### src/rtl/pattern_sequencer_pkg.sv
// Shared types for the pattern sequencer.
// Holds the controller state encoding used by the sequencer FSM.
package pattern_sequencer_pkg;

  typedef enum logic [1:0] {
    IDLE,
    RUN,
    DONE
  } seq_state_t;

endpackage

### src/rtl/pattern_sequencer.sv
// Pattern sequencer: emits a programmed bit pattern LSB first, one bit
// per shift strobe, repeating it a set number of times or forever.
// Ports:
//   clk, reset      - clock, async active-high reset
//   en              - shift strobe shared with the shift register
//   start, abort    - run control levels (abort wins)
//   pattern, len    - bits to emit, length minus 1
//   repeats         - pass count, 0 = forever
//   bit_out         - current bit for the shift register input
//   bit_valid, busy - RUN / RUN-or-DONE status
//   done            - one-cycle completion pulse
//   bit_index       - index of the bit being presented
//   pass_count      - completed passes in the current run
module pattern_sequencer
  import pattern_sequencer_pkg::*;
#(
  parameter  int w        = 8,
  parameter  int repeat_w = 4,
  localparam int lw       = $clog2(w)
) (
  input  logic                clk,
  input  logic                reset,
  input  logic                en,
  input  logic                start,
  input  logic                abort,
  input  logic [w-1:0]        pattern,
  input  logic [lw-1:0]       len,
  input  logic [repeat_w-1:0] repeats,
  output logic                bit_out,
  output logic                bit_valid,
  output logic                busy,
  output logic                done,
  output logic [lw-1:0]       bit_index,
  output logic [repeat_w-1:0] pass_count
);

  seq_state_t          state_q, state_d;
  logic [w-1:0]        pattern_q, pattern_d;
  logic [lw-1:0]       len_q, len_d;
  logic [repeat_w-1:0] repeats_q, repeats_d;
  logic [lw-1:0]       idx_q, idx_d;
  logic [repeat_w-1:0] pass_q, pass_d;
  logic [repeat_w-1:0] pass_inc;

  // Wraps naturally, which gives the modulo behaviour in infinite mode.
  assign pass_inc = pass_q + 1'b1;

  always_ff @(posedge clk or posedge reset) begin
    if (reset) begin
      state_q   <= IDLE;
      pattern_q <= '0;
      len_q     <= '0;
      repeats_q <= '0;
      idx_q     <= '0;
      pass_q    <= '0;
    end else begin
      state_q   <= state_d;
      pattern_q <= pattern_d;
      len_q     <= len_d;
      repeats_q <= repeats_d;
      idx_q     <= idx_d;
      pass_q    <= pass_d;
    end
  end

  always_comb begin
    state_d   = state_q;
    pattern_d = pattern_q;
    len_d     = len_q;
    repeats_d = repeats_q;
    idx_d     = idx_q;
    pass_d    = pass_q;
    if (abort) begin
      // Index clears so it reads 0 in IDLE; pass count is kept.
      state_d = IDLE;
      idx_d   = '0;
    end else begin
      case (state_q)
        IDLE: begin
          if (start) begin
            pattern_d = pattern;
            len_d     = len;
            repeats_d = repeats;
            idx_d     = '0;
            pass_d    = '0;
            state_d   = RUN;
          end
        end
        RUN: begin
          if (en) begin
            if (idx_q == len_q) begin
              idx_d  = '0;
              pass_d = pass_inc;
              if (repeats_q != '0 &&
                  pass_inc == repeats_q) begin
                state_d = DONE;
              end
            end else begin
              idx_d = idx_q + 1'b1;
            end
          end
        end
        DONE: begin
          state_d = IDLE;
        end
        default: begin
          state_d = IDLE;
        end
      endcase
    end
  end

  assign bit_valid  = (state_q == RUN);
  assign busy       = (state_q == RUN) ||
                      (state_q == DONE);
  assign done       = (state_q == DONE);
  assign bit_out    = bit_valid & pattern_q[idx_q];
  assign bit_index  = idx_q;
  assign pass_count = pass_q;

endmodule
### config.mk
export PLATFORM = sky130hd
export DESIGN_NAME = pattern_sequencer
export DESIGN_NICKNAME = d
export VERILOG_FILES = /design/src/rtl/pattern_sequencer_pkg.sv /design/src/rtl/pattern_sequencer.sv
export SDC_FILE = /design/constraint.sdc
export NUM_CORES = 1
export LEC_CHECK = 0
export ABC_AREA = 1
export BUFFER_PORTS_ARGS = -buffer_cell sky130_fd_sc_hd__clkbuf_2
export CAP_MARGIN = 20
export CORE_UTILIZATION = 50
export CTS_CLUSTER_SIZE = 25
export DETAILED_ROUTE_END_ITERATION = 12
export GPL_ROUTABILITY_DRIVEN = 0
export PLACE_DENSITY = 0.74
export REMOVE_ABC_BUFFERS = 1
export SETUP_SLACK_MARGIN = 0.4
export SLEW_MARGIN = 10
export SYNTH_ARGS = -nofsm -noshare
export SYNTH_HDL_FRONTEND = slang
export SYNTH_SLANG_ARGS = --single-unit
### constraint.sdc
create_clock -name clk -period 1.8 [get_ports clk]
set_input_delay 0.18 -clock clk [delete_from_list [all_inputs] [get_ports clk]]
set_output_delay 0.18 -clock clk [all_outputs]
set_load 0.02 [all_outputs]
======== Yosys cells after proc, flatten, opt, wreduce, memory -nomap -nowiden ========
Index checks and enable logic that the tools add are counted.
cells by class
  divide/modulo/power cells ............... 0
  equal/unequal tests ..................... 11
  order comparisons ....................... 1
  multiply operators ...................... 0
  add/subtract/negate cells ............... 2
  bitwise gates (word level) .............. 2
  multiplexer cells ....................... 17
  shifts and indexed selects .............. 0
  reductions and logical operators ........ 10
operators with widths
  kind                                                                          count
  3-bit two-way mux                                                             4
  4-bit two-way mux                                                             3
  2-bit two-way mux                                                             5
  4-bit case mux with 2 select lines                                            1
  3-bit by 2-bit != test with 1-bit output, second input constant               2
  3-bit != test, second input constant                                          2
  3-bit case mux with 2 select lines                                            1
  3-bit AND reduction                                                           2
  5-bit AND reduction                                                           1
  4-bit by 1-bit adder with 4-bit output, second input constant                 1
  4-bit == test                                                                 1
  3-bit by 4-bit less-than comparator with 1-bit output, second input constant  1
  2-bit != test, second input constant                                          2
  2-bit case mux with 2 select lines                                            1
  4-bit AND reduction                                                           1
  4-bit nonzero test                                                            1
  3-bit by 1-bit adder with 3-bit output, second input constant                 1
  1-bit binary-select mux with 3-bit select                                     1
  3-bit == test                                                                 1
  3-bit nonzero test                                                            1
  2-bit by 1-bit == test with 1-bit output, second input constant               1
  2-bit == test, second input constant                                          1
  2-bit zero test                                                               1
  2-bit by 1-bit != test with 1-bit output, second input constant               1
  other kinds (6)                                                               6
word-level totals
  input port bits ......................... 20
  memories kept ........................... 0
  bits in latches ......................... 0
  logic and storage cells ................. 49
  register bits after elaboration ......... 24
  output and inout bits ................... 11
  memory bits (writable) .................. 0
  bits in read-only memories .............. 0

======== Depth between registers and ports, before layout ========
Gate-level depths: netlist (run 1).
  word-level depth ........................ 8
  gate-level depth with buffers ........... 12
  gate-level depth less buffers ........... 12

======== Least setup slack after synthesis (run 1) ========
Ideal clock, no wire load.
  path type ............................... flip-flop to flip-flop
  start ................................... register state_q[1]
  end ..................................... register pass_q[0] (netlist: pass_count[0])
  cell stages (with the launch flop) ...... 12
  slack ................................... 181 ps
  clock period less this slack ............ 1,619 ps
  buffers on the path ..................... 0
  arrival time ............................ 1,499 ps
  cells stage by stage .................... dfrtp_1 > inv_1 > ha_1 > inv_2 > o22ai_4 > inv_2 > nand2_2 > nor2_2 > nand2_4 > inv_4 > nand3_1 > o21ai_2
between the ends
  word-level cells in the longest chain between the ends .. 3
  elaborated cells on any way between the ends .. 8
  classes of those cells .................. 4 x eq/ne; 1 x mux; 3 x reduce/logical
ends and longest elaborated chain
  item                                                                               RTL line                 RTL
  start: declaration                                                                 pattern_sequencer.sv:37  seq_state_t state_q, state_d;
  start signal: assignment                                                           pattern_sequencer.sv:57  state_q <= state_d;
  2-bit by 1-bit == test with 1-bit output *                                         -
  net bit_valid                                                                      pattern_sequencer.sv:30  output logic bit_valid,
  2-bit by 1-bit != test with 1-bit output (no source line) (tied with other cells)  -
  5-bit AND reduction (no source line)                                               -
  end signal: assignment                                                             pattern_sequencer.sv:62  pass_q <= pass_d;
  end: declaration                                                                   pattern_sequencer.sv:42  logic [repeat_w-1:0] pass_q, pass_d;
The timed path passes the listed nets; every way through them passes the cells marked *.
A chain may end at the register's enable or synchronous reset.

======== Worst setup path after layout (run 1) ========
  start ................................... register idx_q[0] (netlist: bit_index[0])
  end ..................................... output port bit_out
between the ends
  word-level cells in the longest chain between the ends .. 3
ends and longest elaborated chain
  item                                       RTL line                  RTL
  start: declaration                         pattern_sequencer.sv:41   logic [lw-1:0] idx_q, idx_d;
  start signal: assignment                   pattern_sequencer.sv:61   idx_q <= idx_d;
  1-bit binary-select mux with 3-bit select  pattern_sequencer.sv:117  assign bit_out = bit_valid & pattern_q[idx_q];
  1-bit two-way mux (not written as such)    pattern_sequencer.sv:117
  1-bit AND                                  pattern_sequencer.sv:117
  end: declaration                           pattern_sequencer.sv:29   output logic bit_out,
No other way between the ends. The select of a mux whose other input is x is not followed.

==> results of run 1 <==
## sequential cells by signal, summed over array words and instances (netlist names)
name	flops
state_q	2
repeats_q	4
bit_index	3
len_q	3
pass_count	4
pattern_q	8
## synth_stat cells, drive strengths merged (2+ instances only)
| cell | count |
|---|---|
| mux2 | 8 |
| xnor2 | 2 |
| o22ai | 3 |
| nand3 | 12 |
| inv | 25 |
| o21ai | 10 |
| ha | 6 |
| nand2 | 40 |
| nor2 | 14 |
| buf | 2 |
| a21oi | 10 |
| dfrtp | 24 |
## kinds of logic after synthesis
| group | share of synthesized area |
|---|---|
| buffers and inverters | 0.08944 |
| AND/OR/NAND/NOR | 0.2156 |
| adder cells (fa/ha/maj) | 0.05367 |
| AO/OA/AOI/OAI | 0.1127 |
| flip-flops | 0.4293 |
| XOR/XNOR | 0.01879 |
| multiplexers | 0.08050 |
## cells in the final DEF, fill, tap and decap left out, types with 3 or more instances in the layout
master / instances
a21oi_1: 8
ha_4: 4
buf_6: 12
inv_4: 4
buf_4: 18
o21ai_2: 3
nand3_1: 9
nand2_1: 25
nand2_4: 5
inv_1: 18
dfrtp_2: 3
nor2_4: 4
clkbuf_2: 25
nor2_1: 8
mux2_4: 6
inv_2: 3
clkbuf_4: 3
nand2_2: 10
o21ai_1: 5
dfrtp_1: 21
## worst max-delay path: stages, from the launching register on
cell and delay, ps:
dfrtp_2 500, a21oi_2 150, o21ai_1 70, o21ai_1 80, o21ai_1 70, a31oi_1 140
buf_4 160
## per-stage QoR
step	instances	setup WS [ps]	TNS, ps	util	power, mW
final	253	113.9	0	0.8314	3.366
after global routing	253	-16.57	-16.57	0.8314	3.568
after CTS	246	139.0	0	0.7739	3.042
after detailed placement	222	171.8	0	0.6243	2.132
after global placement	222	236.1	0	0.6243	2.076
after floorplan	158	181.2	0	-	1.805
## worst paths after layout
kind	slack (ps)	endpoint	depth (start not counted)
max in group asynchronous	1150	bit_index[1]$_DFFE_PP0P_	4
max reg2reg	130	bit_index[2]$_DFFE_PP0P_	10
min reg2reg	520	pattern_q[3]$_DFFE_PP0P_	2
min in group asynchronous	400	repeats_q[1]$_DFFE_PP0P_	4
max	110	bit_out	6
min	70	pattern_q[4]$_DFFE_PP0P_	2
## layout make-up
cell class | instances | area share
inverter | 25 | 0.04865
timing repair buffer | 61 | 0.2392
clock buffer | 4 | 0.01700
multi-input combinational | 109 | 0.3945
tap | 30 | 0.01758
sequential | 24 | 0.2831
## report_power, final
part / switching, mW / internal, mW / total, mW
combinational: 1.06 / 1.08 / 2.14
clock: 0.173 / 0.124 / 0.297
sequential: 0.176 / 0.755 / 0.931
## per-layer routing
layer | GRT usage | vias up | part of all wire
met1 | 0.3310 | 656 | 0.37
met2 | 0.5582 | 54 | 0.54
met3 | 0.04372 | 17 | 0.047
li1 | - | 644 | -
met5 | 0 | - | 0
met4 | 0.1333 | 0 | 0.039
## what timing repair did
item / in CTS / in global routing
hold endpoints to repair: 24 / 0
pin swaps: 10 / 11
cloned: 2 / 0
setup endpoints to repair: 27 / 29
hold buffers: 1 / 0
setup buffers: 17 / 7
gates resized for setup: 45 / 31
==> flow_summary.yaml, run 1 <==
run_status:
  status: "finished clean"
worst_setup_path:
  critPathArrivalTime_ps: 1510
  critPathKind: "reg -> out"
  crit_start: "bit_index[0]$_DFFE_PP0P_"
  r2r-start: "state_q[1]$_DFFE_PP0P_"
  critPathRequiredTime_ps: 1620
  worst-path-max-fanout: 6
  startpoint_type: "register"
  endpoint_kind: "output port"
sta:
  setup_viol: 0
  rsz0062_at_grt: "yes"
  maxSlewHeadroom: 0.7765
  min_period_ps: 1686
  skew_ps: 3.101
  tightest_slew_ps: 334.0
  hold_viol_final: 0
  max_freq_mhz: 593.1
  period_share: 0.9367
  holdWs_ps: 71.18
  maxSlewViolCount: 0
logic_synthesis:
  synthCells: 161
  syn_area_per_cell_um2: 8.688
  synth_area_leaders: "dfrtp_1 (43%), nand2_1 (8.9%), mux2_4 (6.4%)"
  synth_async_sr_flop_share: 1.000
  yosys_register_bits: 24
  yosysTopAreaCellShare: 0.4293
  syn-cell-area_um2: 1399
  ys_warn_count: 0
  synth_top_area_cell: "dfrtp_1"
  synth_edf_count: 0
  ys_types: 26
  ys_seq_area_frac: 0.4293
  synthFlopType: "dfrtp_1"
final_layout:
  seqCellArea_um2: 604.3
  fin_area_um2: 2135
  multi_input_area_um2: 842.1
  fin_nets: 250
  n_antenna_cell: 0
  num-fill-cells: 157
  drive_gt1_frac: 0.5336
  area_delta_synth_final_pct: 52.59
placement:
  dp_hpwl_um: 2199
  portBuffers: 30
  dpl_cell_area_um2: 1603
floorplan:
  die_x_um: 54.90
  fp.dieArea_um2: 3013
  fp.dieH_um: 54.90
  std_cell_rows: 18
  initial_core_util: 0.5448
  ios: 31
  core-area_um2: 2567
hold_path:
  min_from: "pattern[4]"
  hp-class: "in -> reg"
clock_network:
  cts_tree: "built"
  htree_num_levels: 1
  cts.sinks: 24
  cts_buffers: 3
  insertion_delay_ps: 330
  max-clock-path-buffers: 2
  clk_pin_slew_ps: 140
  cts-root-buf: "clkbuf_4"
global_routing:
  grt_pass1_vias: 1400
  grt_usage: 0.2990
  overflow: 0
  antenna_found_initial: 0
  grt_max_degree: 25
  grt_first_pass_wirelength_um: 6210
route:
  drt_iter0_drc: 34
  viasPerCell: 5.419
  avgRoutedWirePerCell_um: 16.40
  ant_nets: 0
  vias: 1371
  finalWirelength_um: 4148
  drc: 0
  drtPass1Iterations: 4
flow_run:
  drv_cap: 0
power_and_ir_drop:
  leakage_nw: 1.081
  power-per-cell-area_nw_per_um2: 1577
  irDropWorstVdd_v: 0.001189
No activity file was read; power rests on OpenSTA's default activity.
==> run 2, diff against run 1 <==
--- a/config.mk
+++ b/config.mk
@@ -8,11 +8,12 @@
 export ABC_AREA = 1
 export BUFFER_PORTS_ARGS = -buffer_cell sky130_fd_sc_hd__clkbuf_2
 export CAP_MARGIN = 20
-export CORE_UTILIZATION = 50
+export CORE_UTILIZATION = 53
 export CTS_CLUSTER_SIZE = 25
 export DETAILED_ROUTE_END_ITERATION = 12
 export GPL_ROUTABILITY_DRIVEN = 0
-export PLACE_DENSITY = 0.74
+export HOLD_SLACK_MARGIN = 0.05
+export PLACE_DENSITY = 0.81
 export REMOVE_ABC_BUFFERS = 1
 export SETUP_SLACK_MARGIN = 0.4
 export SLEW_MARGIN = 10
==> run 2 against run 1 <==
The flow now finishes with violations (setup timing). Global-route usage decreased by 2.7 points. Setup slack got worse by 140 ps. Combinational power rose by 3%. Worst hold slack worse by 5.6 ps. Highest routed layer unchanged.
==> flow_summary.yaml, run 2 (synthesized netlist as in run 1, its figures left out) <==
clock_network:
  clk_pin_slew_ps: 150
  htree_num_levels: 1
  cts-root-buf: "clkbuf_4"
  cts_tree: "built"
  insertion_delay_ps: 330
  max-clock-path-buffers: 2
  cts.sinks: 24
  cts_buffers: 3
route:
  drc: 0
  drtPass1Iterations: 4
  ant_nets: 0
  vias: 1385
  viasPerCell: 5.540
  avgRoutedWirePerCell_um: 17.64
  finalWirelength_um: 4410
  drt_iter0_drc: 36
final_layout:
  n_antenna_cell: 0
  fin_area_um2: 2167
  largest_reg_flops: 8
  final_cell_mix: "nand2_1 (30), clkbuf_2 (26), dfrtp_1 (22)"
  max_flop_register: "pattern_q"
  fin_nets: 247
  mostFrequentLayoutCell: "nand2_1"
  area_delta_synth_final_pct: 54.92
  drive_gt1_frac: 0.5636
sta:
  setup_viol: 1
  period_share: 1.012
  finalWorstSetupSlack_ps: -22.35
  rsz0062_at_grt: "yes"
  hold_viol_final: 0
  holdWs_ps: 65.55
  tightest_slew_ps: 366.4
  maxSlewHeadroom: 0.7557
  skew_ps: 19.05
  min_period_ps: 1822
  max_freq_mhz: 548.7
  maxSlewViolCount: 0
worst_setup_path:
  r2r-start: "state_q[0]$_DFFE_PP0P_"
  critPathRequiredTime_ps: 1620
  crit_path_frequent_cell: "o21ai_1"
  slowest_stage: "dfrtp_2"
  reg2reg_slack_ps: 140
  endpoint_kind: "output port"
  rr_endpoint: "bit_index[2]$_DFFE_PP0P_"
  critPathArrivalTime_ps: 1640
  path_cells: "a21oi_2 -> o21ai_1 -> o21ai_1 -> o21ai_1 -> a31oi_1 -> buf_4"
  worst-path-max-fanout: 8
  critPathKind: "reg -> out"
  r2r_cells: 10
  crit_path_max_incr_delay_ps: 520
  startpoint_type: "register"
floorplan:
  initial_core_util: 0.5646
  die_x_um: 53.38
  std_cell_rows: 18
  fp.dieH_um: 53.38
  fp.dieArea_um2: 2849
  core-area_um2: 2477
  ios: 31
power_and_ir_drop:
  seqPwrFrac: 0.266
  comb_power_share: 0.621
  internal_power_mw: 2.044
  swShare: 0.4230
  p_total_mw: 3.543
  power-per-cell-area_nw_per_um2: 1635
  leakage_nw: 1.059
  irDropWorstVdd_v: 0.001523
  p_switching_mw: 1.499
  clock_power_share: 0.113
placement:
  dpl_cell_area_um2: 1605
  dp_slack_ps: 43.25
  portBuffers: 30
  dp_hpwl_um: 2137
run_status:
  violations: "setup timing"
  status: "complete, but fails checks"
global_routing:
  grt_usage: 0.2716
  grt_first_pass_wirelength_um: 5437
  overflow: 0
  antenna_found_initial: 0
  grt_max_degree: 25
  grt_pass1_vias: 1268
hold_path:
  min_from: "pattern[5]"
  hp-class: "in -> reg"
  hold_depth: 3
  hold_end: "pattern_q[5]$_DFFE_PP0P_"
flow_run:
  drv_cap: 0
## run 2: changes by cell type in the layout (fill, tap and decap cells not counted), sizes merged
cell / previous run / this run
nand2: 40 / 42
buf: 35 / 29
bufinv: 0 / 1
## run 2: how the worst max path moves through the flow
stage / slack (ps) / endpoint / cells past startpoint / start
after floorplan: 180 / pass_count[0]$_DFFE_PP0P_ / 11 / state_q[1]$_DFFE_PP0P_
after global placement: 160 / pattern_q[4]$_DFFE_PP0P_ / 6 / state_q[1]$_DFFE_PP0P_
after detailed placement: 40 / pattern_q[6]$_DFFE_PP0P_ / 6 / state_q[1]$_DFFE_PP0P_
after CTS: 110 / bit_out / 6 / bit_index[0]$_DFFE_PP0P_
after global routing: -120 / bit_out / 6 / bit_index[0]$_DFFE_PP0P_
final: -20 / bit_out / 6 / bit_index[0]$_DFFE_PP0P_
## run 2: critical path: cells and delay by family, from the launching register on
family / cells / cell delay (ps)
buffers and inverters: 1 / 180
AOI/OAI and AO/OA: 5 / 610
DFF: 1 / 520
## run 2: power by group through the flow
| stage | Sequential [mW] | Combinational (mW) | Clock (mW) |
|---|---|---|---|
| floorplan | 0.927 | 0.877 | 0 |
| global placement | 0.905 | 1.19 | 0 |
| detailed placement | 0.918 | 1.24 | 0 |
| CTS | 0.913 | 1.63 | 0.400 |
| global route | 0.958 | 2.33 | 0.432 |
| finish | 0.943 | 2.20 | 0.401 |
## run 2: stage by stage
step,instances,setup TNS (ps),utilization
floorplan,158,0,-
global placement,224,0,0.6480
detailed placement,224,0,0.6480
CTS,242,0,0.7596
global route,250,-121.0,0.8747
finish,250,-22.35,0.8747
## run 2: layout make-up
type / count / area [um2]
tap: 30 / 37.54
inverter: 25 / 101.3
sequential: 24 / 603.1
clock buffer: 3 / 22.52
clock inverter: 1 / 30.03
fill: 129 / 310.3
timing repair buffer: 56 / 417.9
multi-input combinational: 111 / 954.7
## run 2: layer usage
metal  share of wire  global-route usage  vias to the layer above  wire length, um
met3           0.044             0.05172                       21              195
met1            0.40              0.3117                      659             1743
met2            0.52              0.4708                       69             2300
met4           0.039              0.1404                        0              171
li1                -                   -                      636                -
met5               0                   0                        -                0
## run 2: timing repair
action / 4_1_cts / 5_1_grt
hold buffers: 1 / 0
pin swaps: 9 / 6
resized for setup: 27 / 58
gates cloned: 1 / 1
setup endpoints to repair: 27 / 28
setup buffers: 12 / 7
hold endpoints to repair: 24 / 0
==> run 3, diff against run 2 <==
--- a/config.mk
+++ b/config.mk
@@ -12,6 +12,7 @@
 export CTS_CLUSTER_SIZE = 25
 export DETAILED_ROUTE_END_ITERATION = 12
 export GPL_ROUTABILITY_DRIVEN = 0
+export GPL_TIMING_DRIVEN = 0
 export HOLD_SLACK_MARGIN = 0.05
 export PLACE_DENSITY = 0.81
 export REMOVE_ABC_BUFFERS = 1
==> run 3 against run 2 <==
The flow now finishes without violations. Clock skew is 10 ps lower. Die area unchanged. Flip-flop and latch count unchanged. Combinational power decreased by 5%. Setup slack better by 50 ps. Critical path type unchanged.
==> flow_summary.yaml, run 3 (synthesized netlist as in run 1, its figures left out) <==
floorplan:
  ios: 31
  initial_core_util: 0.5646
  fp.dieH_um: 53.38
  std_cell_rows: 18
  fp.dieArea_um2: 2849
  core-area_um2: 2477
  die_x_um: 53.38
route:
  viasPerCell: 5.526
  ant_nets: 0
  drt_iter0_drc: 43
  finalWirelength_um: 4237
  vias: 1387
  drc: 0
  drtPass1Iterations: 6
  avgRoutedWirePerCell_um: 16.88
final_layout:
  area_delta_synth_final_pct: 51.16
  num-fill-cells: 130
  largest_reg_flops: 8
  drive_gt1_frac: 0.5294
  mostFrequentLayoutCell: "nand2_1"
  fin_nets: 248
  max_flop_register: "pattern_q"
  n_antenna_cell: 0
  final_cell_mix: "nand2_1 (31), clkbuf_2 (26), dfrtp_1 (20)"
sta:
  tightest_slew_ps: 928.7
  max_freq_mhz: 564.3
  finalWorstSetupSlack_ps: 27.80
  period_share: 0.9846
  hold_viol_final: 0
  skew_ps: 8.741
  maxSlewHeadroom: 0.3802
  setup_tns_ps: 0
  rsz0062_at_grt: "yes"
  maxSlewViolCount: 0
  setup_viol: 0
  min_period_ps: 1772
clock_network:
  insertion_delay_ps: 340
  cts_tree: "built"
  clk_pin_slew_ps: 150
  cts-root-buf: "clkbuf_4"
  cts_buffers: 3
  htree_num_levels: 1
  max-clock-path-buffers: 2
  cts.sinks: 24
power_and_ir_drop:
  leakage_nw: 1.041
  swShare: 0.4311
  power-per-cell-area_nw_per_um2: 1581
  irDropWorstVdd_v: 0.001532
  internal_power_mw: 1.902
  p_total_mw: 3.343
  seqPwrFrac: 0.277
  p_switching_mw: 1.441
  clock_power_share: 0.094
  comb_power_share: 0.629
global_routing:
  overflow: 0
  grt_max_degree: 25
  antenna_found_initial: 0
  grt_first_pass_wirelength_um: 5188
  grt_pass1_vias: 1182
  grt_usage: 0.2660
hold_path:
  hp-class: "in -> reg"
worst_setup_path:
  worst-path-max-fanout: 6
  critPathArrivalTime_ps: 1590
  startpoint_type: "register"
  critPathKind: "reg -> out"
  critPathRequiredTime_ps: 1620
  reg2reg_slack_ps: 190
  endpoint_kind: "output port"
placement:
  portBuffers: 30
  dp_slack_ps: 3.796
  dp_hpwl_um: 1933
flow_run:
  drv_cap: 0
run_status:
  status: "finished clean"
-- run 3: changes by cell type in the layout (fill, tap and decap cells not counted), sizes merged --
| cell | before | now |
|---|---|---|
| clkbuf | 29 | 30 |
| bufinv | 1 | 0 |
| nand2 | 42 | 43 |
-- run 3: final timing paths --
path	from	to	cells past startpoint
setup reg to reg	state_q[1]$_DFFE_PP0P_	pass_count[0]$_DFFE_PP0P_	12
min in group asynchronous	reset	pattern_q[1]$_DFFE_PP0P_	3
max in group asynchronous	reset	bit_index[0]$_DFFE_PP0P_	3
hold reg to reg	pattern_q[4]$_DFFE_PP0P_	pattern_q[4]$_DFFE_PP0P_	1
hold / removal	len[0]	len_q[0]$_DFFE_PP0P_	3
setup / recovery	bit_index[0]$_DFFE_PP0P_	bit_out	5
-- run 3: layout make-up --
| type | count | area [um2] | area share |
|---|---|---|---|
| multi-input cells | 112 | 905.9 | 0.4284 |
| clock buffers | 4 | 36.28 | 0.01716 |
| inverters | 25 | 108.9 | 0.05148 |
| well taps | 30 | 37.54 | 0.01775 |
| flip-flops and latches | 24 | 605.6 | 0.2864 |
| repair buffers | 56 | 420.4 | 0.1988 |
-- run 3: worst max-delay path: stages, from the launching register on --
cell,delay [ps]
dfrtp_2,500
buf_2,180
nand2_1,90
o211ai_1,90
a31oi_1,220
buf_4,180
-- run 3: layer usage --
metal / wire length, um / global-route usage / vias to the layer above
li1: - / - / 646
met1: 1656 / 0.3112 / 663
met2: 2204 / 0.4688 / 67
met3: 255 / 0.04023 / 11
met4: 121 / 0.1228 / 0
met5: 0 / 0 / -
-- run 3: through the flow --
step	cells	hold WS (ps)	utilization	cell area, um2
3_5_place_dp	218	411.9	0.6298	1560
3_3_place_gp	218	390.7	0.6298	1560
5_1_grt	251	62.91	0.8535	2115
2_1_floorplan	158	194.6	-	1373
4_1_cts	237	64.01	0.7449	1846
6_report	251	48.17	0.8535	2115
-- run 3: power by group through the flow --
stage / logic [mW] / clock network, mW / registers, mW
2_1_floorplan: 0.877 / 0 / 0.927
3_3_place_gp: 1.10 / 0 / 0.921
3_5_place_dp: 1.13 / 0 / 0.935
4_1_cts: 1.59 / 0.302 / 0.909
5_1_grt: 2.25 / 0.328 / 0.951
6_report: 2.10 / 0.313 / 0.927
-- run 3: repair_timing --
item | in CTS | in global routing
gates cloned | 2 | 1
pin swaps | 7 | 12
hold buffers | 1 | 0
buffers inserted | 12 | 13
setup endpoints to repair | 27 | 29
hold endpoints to repair | 17 | 0
gates resized for setup | 35 | 40
